--- src/rtl/seg_pkg.sv ---
// Shared constants for the seven-segment path: digit-field bit positions
// and active-low segment patterns in {dp,g,f,e,d,c,b,a} order.
package seg_pkg;

  localparam int BLINK_BIT = 5;
  localparam int DOT_BIT   = 4;

  localparam logic [7:0] SEG_0     = 8'hC0;
  localparam logic [7:0] SEG_1     = 8'hF9;
  localparam logic [7:0] SEG_2     = 8'hA4;
  localparam logic [7:0] SEG_3     = 8'hB0;
  localparam logic [7:0] SEG_4     = 8'h99;
  localparam logic [7:0] SEG_5     = 8'h92;
  localparam logic [7:0] SEG_6     = 8'h82;
  localparam logic [7:0] SEG_7     = 8'hF8;
  localparam logic [7:0] SEG_8     = 8'h80;
  localparam logic [7:0] SEG_9     = 8'h90;
  localparam logic [7:0] SEG_MINUS = 8'hBF;
  localparam logic [7:0] SEG_BLANK = 8'hFF;

  localparam logic [3:0] CODE_MINUS  = 4'hA;
  localparam logic [3:0] BLANK_FIRST = 4'hB;
  localparam logic [3:0] BLANK_LAST  = 4'hF;

endpackage

--- src/rtl/seg_decoder.sv ---
// Combinational {dot, code} to active-low segment pattern; the dot lights
// on every code, blank included.
module seg_decoder
  import seg_pkg::*;
(
  input  logic       dot,
  input  logic [3:0] code,
  output logic [7:0] seg
);

  always_comb begin
    seg = SEG_BLANK;
    case (code) inside
      4'h0:                     seg = SEG_0;
      4'h1:                     seg = SEG_1;
      4'h2:                     seg = SEG_2;
      4'h3:                     seg = SEG_3;
      4'h4:                     seg = SEG_4;
      4'h5:                     seg = SEG_5;
      4'h6:                     seg = SEG_6;
      4'h7:                     seg = SEG_7;
      4'h8:                     seg = SEG_8;
      4'h9:                     seg = SEG_9;
      CODE_MINUS:               seg = SEG_MINUS;
      [BLANK_FIRST:BLANK_LAST]: seg = SEG_BLANK;
      default:                  seg = SEG_BLANK;
    endcase
    if (dot) seg[7] = 1'b0;
  end

endmodule

--- src/rtl/led_scan_mux.sv ---
// 8-digit common-anode scanner with one dead-time cycle per slot.
// Define SEG_BLINK_EN to enable hardware blinking of digits with the blink bit set.
module led_scan_mux
  import seg_pkg::*;
#(
  parameter int SCAN_DIV          = 50000,
  parameter int BLINK_HALF_FRAMES = 64
) (
  input  logic       clk,
  input  logic       rst_n,
  input  logic [5:0] led0,
  input  logic [5:0] led1,
  input  logic [5:0] led2,
  input  logic [5:0] led3,
  input  logic [5:0] led4,
  input  logic [5:0] led5,
  input  logic [5:0] led6,
  input  logic [5:0] led7,
  output logic [7:0] an,
  output logic [7:0] seg
);

  localparam int              DIV_W    = $clog2(SCAN_DIV);
  localparam logic [DIV_W-1:0] DIV_LAST = DIV_W'(SCAN_DIV - 1);

  logic [DIV_W-1:0] div;
  logic [2:0]       idx;
  logic [5:0]       cap;
  logic [5:0]       cur_led;
  logic [7:0]       dec_seg;
  logic             slot_start;
  logic             slot_end;
  logic             frame_end;
  logic             blank_now;

  assign slot_start = (div == '0);
  assign slot_end   = (div == DIV_LAST);
  assign frame_end  = slot_end && (idx == 3'd7);

  always_comb begin
    cur_led = led0;
    case (idx)
      3'd0: cur_led = led0;
      3'd1: cur_led = led1;
      3'd2: cur_led = led2;
      3'd3: cur_led = led3;
      3'd4: cur_led = led4;
      3'd5: cur_led = led5;
      3'd6: cur_led = led6;
      3'd7: cur_led = led7;
      default: cur_led = led0;
    endcase
  end

  always_ff @(posedge clk or negedge rst_n) begin
    if (!rst_n) begin
      div <= '0;
      idx <= 3'd0;
    end else if (slot_end) begin
      div <= '0;
      idx <= idx + 3'd1;
    end else begin
      div <= div + DIV_W'(1);
    end
  end

`ifdef SEG_BLINK_EN
  localparam int               FRM_W    = (BLINK_HALF_FRAMES > 1) ? $clog2(BLINK_HALF_FRAMES) : 1;
  localparam logic [FRM_W-1:0] FRM_LAST = FRM_W'(BLINK_HALF_FRAMES - 1);

  logic [FRM_W-1:0] frm;
  logic             phase;

  // Phase only moves on a frame boundary, so a digit never blinks mid-slot.
  always_ff @(posedge clk or negedge rst_n) begin
    if (!rst_n) begin
      frm   <= '0;
      phase <= 1'b0;
    end else if (frame_end) begin
      if (frm == FRM_LAST) begin
        frm   <= '0;
        phase <= ~phase;
      end else begin
        frm <= frm + FRM_W'(1);
      end
    end
  end

  assign blank_now = cap[BLINK_BIT] & phase;
`else
  localparam int unused_blink_half_frames = BLINK_HALF_FRAMES;
  logic unused_blink;
  logic unused_frame_end;
  assign unused_blink     = cap[BLINK_BIT];
  assign unused_frame_end = frame_end;
  assign blank_now        = 1'b0;
`endif

  seg_decoder u_dec (
    .dot  (cap[DOT_BIT]),
    .code (cap[3:0]),
    .seg  (dec_seg)
  );

  // Inputs are sampled only at slot start, which is also the all-dark dead-time cycle.
  always_ff @(posedge clk or negedge rst_n) begin
    if (!rst_n) begin
      cap <= 6'd0;
      an  <= 8'hFF;
      seg <= 8'hFF;
    end else if (slot_start) begin
      cap <= cur_led;
      an  <= 8'hFF;
      seg <= 8'hFF;
    end else begin
      an  <= ~(8'b1 << idx);
      seg <= blank_now ? 8'hFF : dec_seg;
    end
  end

endmodule

--- config.mk ---
export PLATFORM = sky130hd
export DESIGN_NAME = led_scan_mux
export DESIGN_NICKNAME = d
export VERILOG_FILES = /design/src/rtl/seg_pkg.sv /design/src/rtl/seg_decoder.sv /design/src/rtl/led_scan_mux.sv
export SDC_FILE = /design/constraint.sdc
export NUM_CORES = 1
export LEC_CHECK = 0
export BUFFER_PORTS_ARGS = -buffer_cell sky130_fd_sc_hd__buf_2
export CAP_MARGIN = 10
export CORE_MARGIN = 4
export CORE_UTILIZATION = 51
export CTS_BUF_LIST = sky130_fd_sc_hd__clkbuf_16
export DETAILED_ROUTE_END_ITERATION = 16
export GPL_TIMING_DRIVEN = 0
export HOLD_SLACK_MARGIN = 0.02
export PLACE_DENSITY = 0.78
export SETUP_SLACK_MARGIN = 0.2
export SLEW_MARGIN = 30
export SYNTH_ARGS = -nofsm -noshare
export SYNTH_HDL_FRONTEND = slang
export SYNTH_SLANG_ARGS = --single-unit
--- constraint.sdc ---
create_clock -name clk -period 2.55 [get_ports clk]
set_input_delay 0.3825 -clock clk [delete_from_list [all_inputs] [get_ports clk]]
set_output_delay 0.3825 -clock clk [all_outputs]
set_load 0.03 [all_outputs]
==> impl_metrics.tcl, run 1 <==
set metrics [dict create \
    synth_edf_count 0 \
    ys_top_cells_by_count "24 x dfrtp_1, 23 x nand2_1, 21 x nor2_1" \
    drtIter0Drc 113 \
    synthCells 206 \
    clock-sinks 40 \
    hold_class "primary input to async pin" \
    leakage_nw 1.182 \
    drt_wl_total_mm 4.814 \
    status "finished clean" \
    crit_slowest_cell "dfrtp_2" \
    critPathBufInv 3 \
    grt_setup_unrepaired "no" \
    crit_fanout 10 \
    grt_use_total_pct 19.86 \
    start_util_pct 52.42 \
    grt_antenna_before_repair 0 \
    synthFlopType "dfrtp_1" \
    post_drt_wl_per_cell_um 15.00 \
    dieArea_um2 5202 \
    finClkSkew_ns 0.003478 \
    multi_input_area_um2 998.5 \
    top_layer "met4" \
    vias 1778 \
    clock.fmax_mhz 457.4 \
    post_cts.repair.setup_buffers 0 \
    min_period_over_period_pct 85.73 \
    io_pins 66 \
    cts-htree-levels 2 \
    ir_drop_v 0.0002998 \
    power.net_switching_mw 0.3081 \
    core_um2 4000 \
    place_hpwl_mm 3.310 \
    ctsRootBufferMaster "clkbuf_16" \
    crit_path_cell_trace "clkbuf_4, inv_1, ha_1, nor4_1, nand2b_1, buf_1, and4_1, o31ai_2" \
    yosys.area.top_type_share_pct 28.64 \
    wl_met2_mm 2.380 \
    vias_per_cell 5.539 \
    dp_cells 313 \
    synthTopCellsByArea "dfrtp_1 29%, dfstp_2 20%, ha_1 4.8%, mux2_2 4.3%, nand2_1 4.1%" \
    die_height_um 72.13 \
    ant_nets 0 \
    finalNonFillerCells 321 \
    clk_latency_ns 0.28 \
    synth-seq-cells 40 \
    p_clk_share_pct 47.2 \
    crit_family "simple AND/OR/NAND/NOR gates" \
    crit_type "flip-flop to flip-flop" \
    fin_tns_setup_ns 0 \
    wl_met3_um 279 \
    cap_violations 0 \
    clk_pin_slew_ns 0.06 \
    cts_made_buffers 5 \
    grt_pass1_wl_mm 7.976 \
    drive_gt1_share_pct 36.53 \
    drv_slew 0 \
    endpoint_kind "flip-flop" \
    power_frac_comb_pct 7.6 \
    nets 328 \
    tritoncts "built" \
    async_reset_ff_share_pct 100.0 \
    grt-ovfl-total 0 \
    setup_viol 0 \
    routedLengthMet1_mm 2.080 \
    gp_congestion 0.8116 \
    tightest_slew_ns 0.8351 \
    internal_power_mw 1.159 \
    area_delta_synth_final_pct 25.06 \
    synth_nets 264 \
    post-route-min-period_ns 2.186 \
    cp_slowest_stage_delay_ns 0.42 \
    cts_buffer_depth 2 \
    ys_types 37 \
    seqPwrFrac_pct 45.1 \
    yosysWarnings 0 \
    drc 0 \
    fill_cells 320 \
    startpoint_type "flip-flop" \
    fin_util_pct 65.56 \
    swShare_pct 21.00 \
    die_w_um 72.13 \
    diodes 0 \
    synth.most_common_cell "dfrtp_1" \
    grt_max_degree 41 \
    firstDrtPassIters 4 \
    finalHoldViolations 0 \
    avgSynthCellArea_um2 10.18 \
    max_slew_margin_pct 44.32 \
    yosys.area.top_type "dfrtp_1" \
    worst_ep_arrival_time_ns 2.38 \
    final-seq-area_um2 1022 \
    crit_required_ns 2.74 \
    grt_pass1_vias 1734 \
    port_buffers 57 \
    syn-cell-area_um2 2097 \
    power.density_nw_per_um2 559.5 \
    rows 23 \
    yosysSeqAreaShare_pct 48.69 \
]
==> power by group through the flow <==
stage,logic [mW],registers [mW],clock network [mW]
final,0.112,0.662,0.693
after global routing,0.124,0.663,0.739
after CTS,0.114,0.662,0.698
after detailed placement,0.112,0.672,0
after global placement,0.110,0.672,0
after floorplan,0.0330,0.696,0
==> worst register-to-register path, cell delays in order (launching register included) <==
cell and delay [ns]:
dfrtp_2 0.42, clkbuf_4 0.24, inv_1 0.10, ha_1 0.30
nor4_1 0.27, nand2b_1 0.09, buf_1 0.23, and4_1 0.25
o31ai_2 0.22
==> sequential cells by signal, summed over array words and instances, names as in the netlist <==
name  count
idx       3
div      16
seg       8
cap       5
an        8
==> placed cells by master (no fill, tap or decap), types with 8 or more instances in the layout <==
| cell type | Yosys | routed |
|---|---|---|
| dfstp_2 | 16 | 16 |
| dfrtp_1 | 24 | 23 |
| nor2_1 | 21 | 21 |
| buf_2 | 0 | 57 |
| xnor2_1 | 9 | 9 |
| inv_1 | 10 | 11 |
| ha_1 | 8 | 8 |
| o21ai_0 | 8 | 8 |
| mux2_2 | 8 | 8 |
| nand3_1 | 9 | 9 |
| clkbuf_1 | 9 | 8 |
| nand2_1 | 23 | 23 |
==> logic make-up (layout without fill, tap and decap cells) <==
kind of cell	count (synthesis)	after routing	synth area share [%]
XOR/XNOR	14	14	5.847
flip-flops	40	40	48.69
adder cells (fa/ha/maj)	8	8	4.773
buffers and inverters	21	86	4.117
AO/OA/AOI/OAI	32	32	12.17
multiplexers	8	8	4.296
AND/OR/NAND/NOR	83	83	20.11
==> routing by layer <==
layer	vias to the layer above	track usage, %
met5	-	0
met4	0	5.846
met3	8	4.848
met2	62	33.27
met1	847	25.52
li1	861	-
==> area by class of cell <==
type                            instances  share of cell area (%)
Clock inverter                          3                   1.479
Sequential cell                        40                   38.98
Multi-Input combinational cell        145                   38.07
Clock buffer                            5                   4.771
Tap cell                               50                   2.385
Timing Repair Buffer                   57                   10.88
Buffer                                 11                   2.004
Inverter                               10                   1.431
==> final timing paths <==
path,start,endpoint,slack (ns),cells after the start
worst max-delay path,idx[2],cap[1],0.36,8
worst min-delay path,rst_n,div[12],0.21,1
worst max register to register,idx[2],cap[1],0.36,8
worst min register to register,cap[4],seg[7],0.41,1
max in group asynchronous,rst_n,idx[2],1.77,1
min in group clk,led0[3],cap[3],0.41,3
==> what timing repair did <==
action,in CTS,in global routing
hold buffers,0,0
endpoints found under the setup margin,5,15
gates cloned,0,0
endpoints found under the hold margin,0,0
resized for setup,1,4
==> through the flow <==
step                      cell area, um2  setup slack [ns]  power, mW  hold WS (ns)
after floorplan                     2097            0.5296     0.7290       0.08691
after global placement              2445            0.1258     0.7825        0.3867
after global routing                2623            0.2006      1.526        0.2834
after detailed placement            2445           0.09326     0.7846        0.4031
final                               2623            0.3639      1.467        0.2096
after CTS                           2610            0.2353      1.474        0.2465
Power figures use the tool's default switching activity.
==> run 2, diff against run 1 <==
--- a/config.mk
+++ b/config.mk
@@ -8,4 +8,5 @@
 export BUFFER_PORTS_ARGS = -buffer_cell sky130_fd_sc_hd__buf_2
 export CAP_MARGIN = 10
+export CORE_ASPECT_RATIO = 1.2
 export CORE_MARGIN = 4
 export CORE_UTILIZATION = 51
==> constraint.sdc (replaced) <==
create_clock -name clk -period 2.55 [get_ports clk]
set_input_delay 0.51 -clock clk [delete_from_list [all_inputs] [get_ports clk]]
set_output_delay 0.51 -clock clk [all_outputs]
set_load 0.03 [all_outputs]
==> run 2 against run 1 <==
  * Via count down 0.67%
  * Sequential share of layout area down 0.42 points
  * Count of clock-buffer cells in the layout unchanged
  * Critical path depth unchanged
  * Register-to-register slack about the same
  * Combinational power up 5%
  * Total power up 1.0%
  * Sequential cell count unchanged
  * Final cell count up 1.6%
  * Die area about the same
==> impl_metrics.tcl, run 2 (synthesis results as in run 1) <==
set metrics [dict create \
    status "finished clean" \
    cts_hold_buf 0 \
    setup_ws_ns 0.3787 \
    min_period_over_period_pct 85.15 \
    cts_buffer_depth 2 \
    grt-ovfl-total 0 \
    power.density_nw_per_um2 559.1 \
    post_drt_wl_per_cell_um 14.52 \
    finClkSkew_ns 0.006076 \
    worst_ep_arrival_time_ns 2.35 \
    crit_fanout 10 \
    clock.fmax_mhz 460.6 \
    tightest_slew_ns 0.4447 \
    diodes 0 \
    reg2reg_from "idx[2]" \
    endpoint_kind "flip-flop" \
    cap_violations 0 \
    crit_required_ns 2.73 \
    drt_wl_total_mm 4.734 \
    clk_pin_slew_ns 0.06 \
    area_delta_synth_final_pct 26.43 \
    finalHoldViolations 0 \
    final_cell_mix "57 x buf_2, 23 x nand2_1, 23 x dfrtp_1, 21 x nor2_1, 16 x dfstp_2" \
    tritoncts "built" \
    hold_class "primary input to async pin" \
    fill_cells 308 \
    core_um2 3941 \
    clock-sinks 40 \
    drc 0 \
    grt_use_total_pct 19.08 \
    firstDrtPassIters 4 \
    io_pins 66 \
    rows 25 \
    ant_nets 0 \
    port_buffers 57 \
    drive_gt1_share_pct 37.13 \
    vias_per_cell 5.417 \
    dp_slack_ns 0.06333 \
    drtIter0Drc 106 \
    crit_path_cell_trace "clkbuf_4, inv_1, ha_1, nor4_1, nand2b_1, buf_1, and3_1, o31ai_2" \
    grt_max_degree 41 \
    fin_tns_setup_ns 0 \
    grt_antenna_before_repair 0 \
    nets 329 \
    gp_congestion 0.8554 \
    die_height_um 78.25 \
    grt_pass1_wl_mm 7.734 \
    leakage_nw 1.186 \
    final_common_cell "buf_2" \
    finalNonFillerCells 326 \
    grt_setup_unrepaired "no" \
    ir_drop_v 0.0003314 \
    die_w_um 66.54 \
    cts-htree-levels 2 \
    timing.rr.end "cap[4]" \
    cp_slowest_stage_delay_ns 0.43 \
    post-route-min-period_ns 2.171 \
    max_slew_margin_pct 70.35 \
    regMostFlops "div" \
    largest_reg_flops 16 \
    ff2ff_setup_slack_ns 0.38 \
    place_hpwl_mm 3.469 \
    reg_top3 "div (16), an (8), seg (8)" \
    crit_type "flip-flop to flip-flop" \
    dieArea_um2 5206 \
    drv_slew 0 \
    ctsRootBufferMaster "clkbuf_16" \
    holdWs_ns 0.09062 \
    grt_pass1_vias 1809 \
    dp_cells 317 \
    startpoint_type "flip-flop" \
    r2r_cells 8 \
    crit_slowest_cell "dfrtp_2" \
    clk_latency_ns 0.28 \
    vias 1766 \
    start_util_pct 53.21 \
    setup_viol 0 \
    cts_made_buffers 5 \
]
run 2: changes by cell type in the layout (fill, tap and decap cells not counted), sizes merged:
cell / previous run / this run
clkinvlp: 0 / 1
buf: 59 / 60
inv: 11 / 10
run 2: report_power, final:
part / total [mW] / switching [mW] / leakage [nW] / internal, mW
combinational: 0.118 / 0.0684 / 0.630 / 0.0492
clock: 0.703 / 0.243 / 0.0798 / 0.459
sequential: 0.662 / 0.00492 / 0.476 / 0.657
run 2: how the worst max path moves through the flow:
| stage | from | end | slack, ns | depth (start not counted) |
|---|---|---|---|---|
| after global placement | idx[2] | cap[3] | 0.14 | 8 |
| after CTS | idx[2] | cap[4] | 0.25 | 8 |
| after detailed placement | idx[2] | cap[4] | 0.06 | 8 |
| after global routing | idx[2] | cap[4] | 0.23 | 8 |
| final | idx[2] | cap[4] | 0.38 | 8 |
| after floorplan | idx[2] | cap[4] | 0.53 | 8 |
run 2: layout make-up:
type                    count  area, um2  share of cell area [%]
plain buffers              11      52.55                   1.982
clock buffers               5      125.1                   4.719
clock inverters             3      42.54                   1.605
inverters                  10      37.54                   1.416
multi-input cells         145      998.5                   37.66
flip-flops and latches     40       1022                   38.56
well taps                  54      67.56                   2.548
repair buffers             58      305.3                   11.51
run 2: critical path, delay by kind of cell, from the launching register on:
kind	cells	cell delay [ns]
simple gates	3	0.58
flops	1	0.43
buf+inv	3	0.54
compound gates	1	0.23
fa+ha+maj	1	0.31
run 2: what timing repair did:
action | 4_1_cts | 5_1_grt
hold endpoints to repair | 0 | 0
setup endpoints to repair | 5 | 9
gates cloned | 0 | 0
buffers inserted | 0 | 0
resized for setup | 1 | 4
run 2: per-layer routing:
metal | global-route usage (%) | wire length, um
met5 | 0 | 0
met4 | 7.317 | 76
met3 | 5.007 | 292
met2 | 34.56 | 2407
met1 | 20.67 | 1959
run 2: metrics by stage:
step | instance area [um2] | utilization, % | total power [mW]
after floorplan | 2097 | - | 0.7290
after global placement | 2450 | 62.16 | 0.7839
after detailed placement | 2450 | 62.16 | 0.7868
after CTS | 2619 | 66.44 | 1.495
after global routing | 2651 | 67.27 | 1.534
final | 2651 | 67.27 | 1.482
==> run 3, diff against run 2 <==
- PLACE_DENSITY: 0.78 -> 0.86
- SETUP_SLACK_MARGIN: 0.2 -> 0.02
- TNS_END_PERCENT: default -> 5
==> run 3 against run 2 <==
  * Clock power decreased by 14%
  * Combinational power about the same
  * Count of clock-buffer cells in the layout unchanged
  * Total power decreased by 6.9%
  * Clock skew decreased by 0.0023 ns
  * Cell area decreased by 2.0%
  * Die area unchanged
  * Largest cell class unchanged
==> impl_metrics.tcl, run 3 (synthesis results as in run 1) <==
set metrics [dict create \
    status "finished clean" \
    r2r_cells 8 \
    post_cts.repair.setup_buffers 0 \
    drc 0 \
    grt_max_degree 41 \
    ant_nets 0 \
    dp_slack_ns 0.02516 \
    drtIter0Drc 108 \
    dieArea_um2 5206 \
    crit_required_ns 2.74 \
    regMostFlops "div" \
    reg_top3 "div (16), an (8), seg (8)" \
    tightest_slew_ns 0.5568 \
    io_pins 66 \
    port_buffers 57 \
    gp_congestion 0.8824 \
    min_period_over_period_pct 93.38 \
    fin_tns_setup_ns 0 \
    leakage_nw 1.173 \
    grt_setup_unrepaired "no" \
    clock.fmax_mhz 419.9 \
    diodes 0 \
    drv_slew 0 \
    hold_class "primary input to async pin" \
    vias_per_cell 5.422 \
    startpoint_type "flip-flop" \
    ctsRootBufferMaster "clkbuf_16" \
    fin_total_pwr_mw 1.380 \
    cts-htree-levels 2 \
    cts_buffer_depth 2 \
    drt_wl_total_mm 4.661 \
    reg2reg_from "idx[2]" \
    cts_made_buffers 5 \
    finalNonFillerCells 325 \
    grt_use_total_pct 19.10 \
    crit_type "flip-flop to flip-flop" \
    setup_ws_ns 0.1687 \
    nets 328 \
    grt-ovfl-total 0 \
    critPathLaunch "idx[2]" \
    core_um2 3941 \
    start_util_pct 53.21 \
    crit_fanout 10 \
    die_w_um 66.54 \
    fill_cells 316 \
    grt_antenna_before_repair 0 \
    finalHoldViolations 0 \
    post_drt_wl_per_cell_um 14.34 \
    largest_reg_flops 16 \
    grt_pass1_vias 1720 \
    dp_cells 317 \
    ff2ff_setup_slack_ns 0.17 \
    power.density_nw_per_um2 531.2 \
    firstDrtPassIters 5 \
    final_cell_mix "56 x buf_2, 24 x dfrtp_1, 23 x nand2_1, 21 x nor2_1, 16 x dfstp_2" \
    area_delta_synth_final_pct 23.87 \
    setup_viol 0 \
    timing.rr.end "cap[1]" \
    die_height_um 78.25 \
    tritoncts "built" \
    cap_violations 0 \
    vias 1762 \
    final_common_cell "buf_2" \
    post-route-min-period_ns 2.381 \
    grt_pass1_wl_mm 7.555 \
    multi_input_area_um2 989.7 \
    clk_latency_ns 0.28 \
    ir_drop_v 0.0003474 \
    clock-sinks 40 \
    finClkSkew_ns 0.003759 \
    place_hpwl_mm 3.443 \
    final-seq-area_um2 1021 \
    max_slew_margin_pct 62.57 \
    clk_pin_slew_ns 0.06 \
    rows 25 \
    drive_gt1_share_pct 36.53 \
    endpoint_kind "flip-flop" \
    worst_ep_arrival_time_ns 2.57 \
]
[run 3: how the worst max path moves through the flow]
stage / slack [ns] / endpoint
finish: 0.17 / cap[1]
global route: 0.05 / cap[1]
CTS: 0.18 / cap[1]
detailed placement: 0.03 / cap[3]
global placement: 0.11 / cap[3]
floorplan: 0.53 / cap[4]
[run 3: what timing repair did]
| action | CTS | global route |
|---|---|---|
| gates resized for setup | 1 | 0 |
| setup endpoints to repair | 4 | 0 |
| hold buffers | 0 | 0 |
[run 3: critical path, cell delays in order (launching register included)]
cell      delay [ns]
dfrtp_1         0.48
clkbuf_2        0.31
inv_1           0.12
ha_1            0.33
nor4_1          0.28
nand2b_1        0.09
buf_1           0.22
and4_1          0.22
o31ai_2         0.23
[run 3: power breakdown]
part	leakage, nW	internal, mW	switching (mW)
Clock	0.0736	0.360	0.243
Sequential	0.477	0.657	0.00471
Combinational	0.622	0.0467	0.0682
[run 3: area by class of cell]
cell class | count | share of cell area, %
sequential | 40 | 39.31
buffer | 11 | 1.927
clock buffer | 5 | 4.817
multi-input combinational | 145 | 38.10
clock inverter | 3 | 0.7225
inverter | 10 | 1.445
timing repair buffer | 57 | 11.08
tap | 54 | 2.601
[run 3: per-stage QoR]
stage / util [%] / hold slack, ns / area (um2)
after floorplan: - / 0.2144 / 2097
after global placement: 62.16 / 0.3863 / 2450
after detailed placement: 62.16 / 0.4054 / 2450
after CTS: 65.84 / 0.3564 / 2595
after global routing: 65.90 / 0.2276 / 2597
final: 65.90 / 0.1944 / 2597
[run 3: per-layer routing]
metal	global-route usage (%)	part of all wire, %	wire, um
met5	0	0	0
met4	8.740	2.8	131
met3	5.150	8.3	386
met2	33.86	50	2327
met1	20.65	39	1816
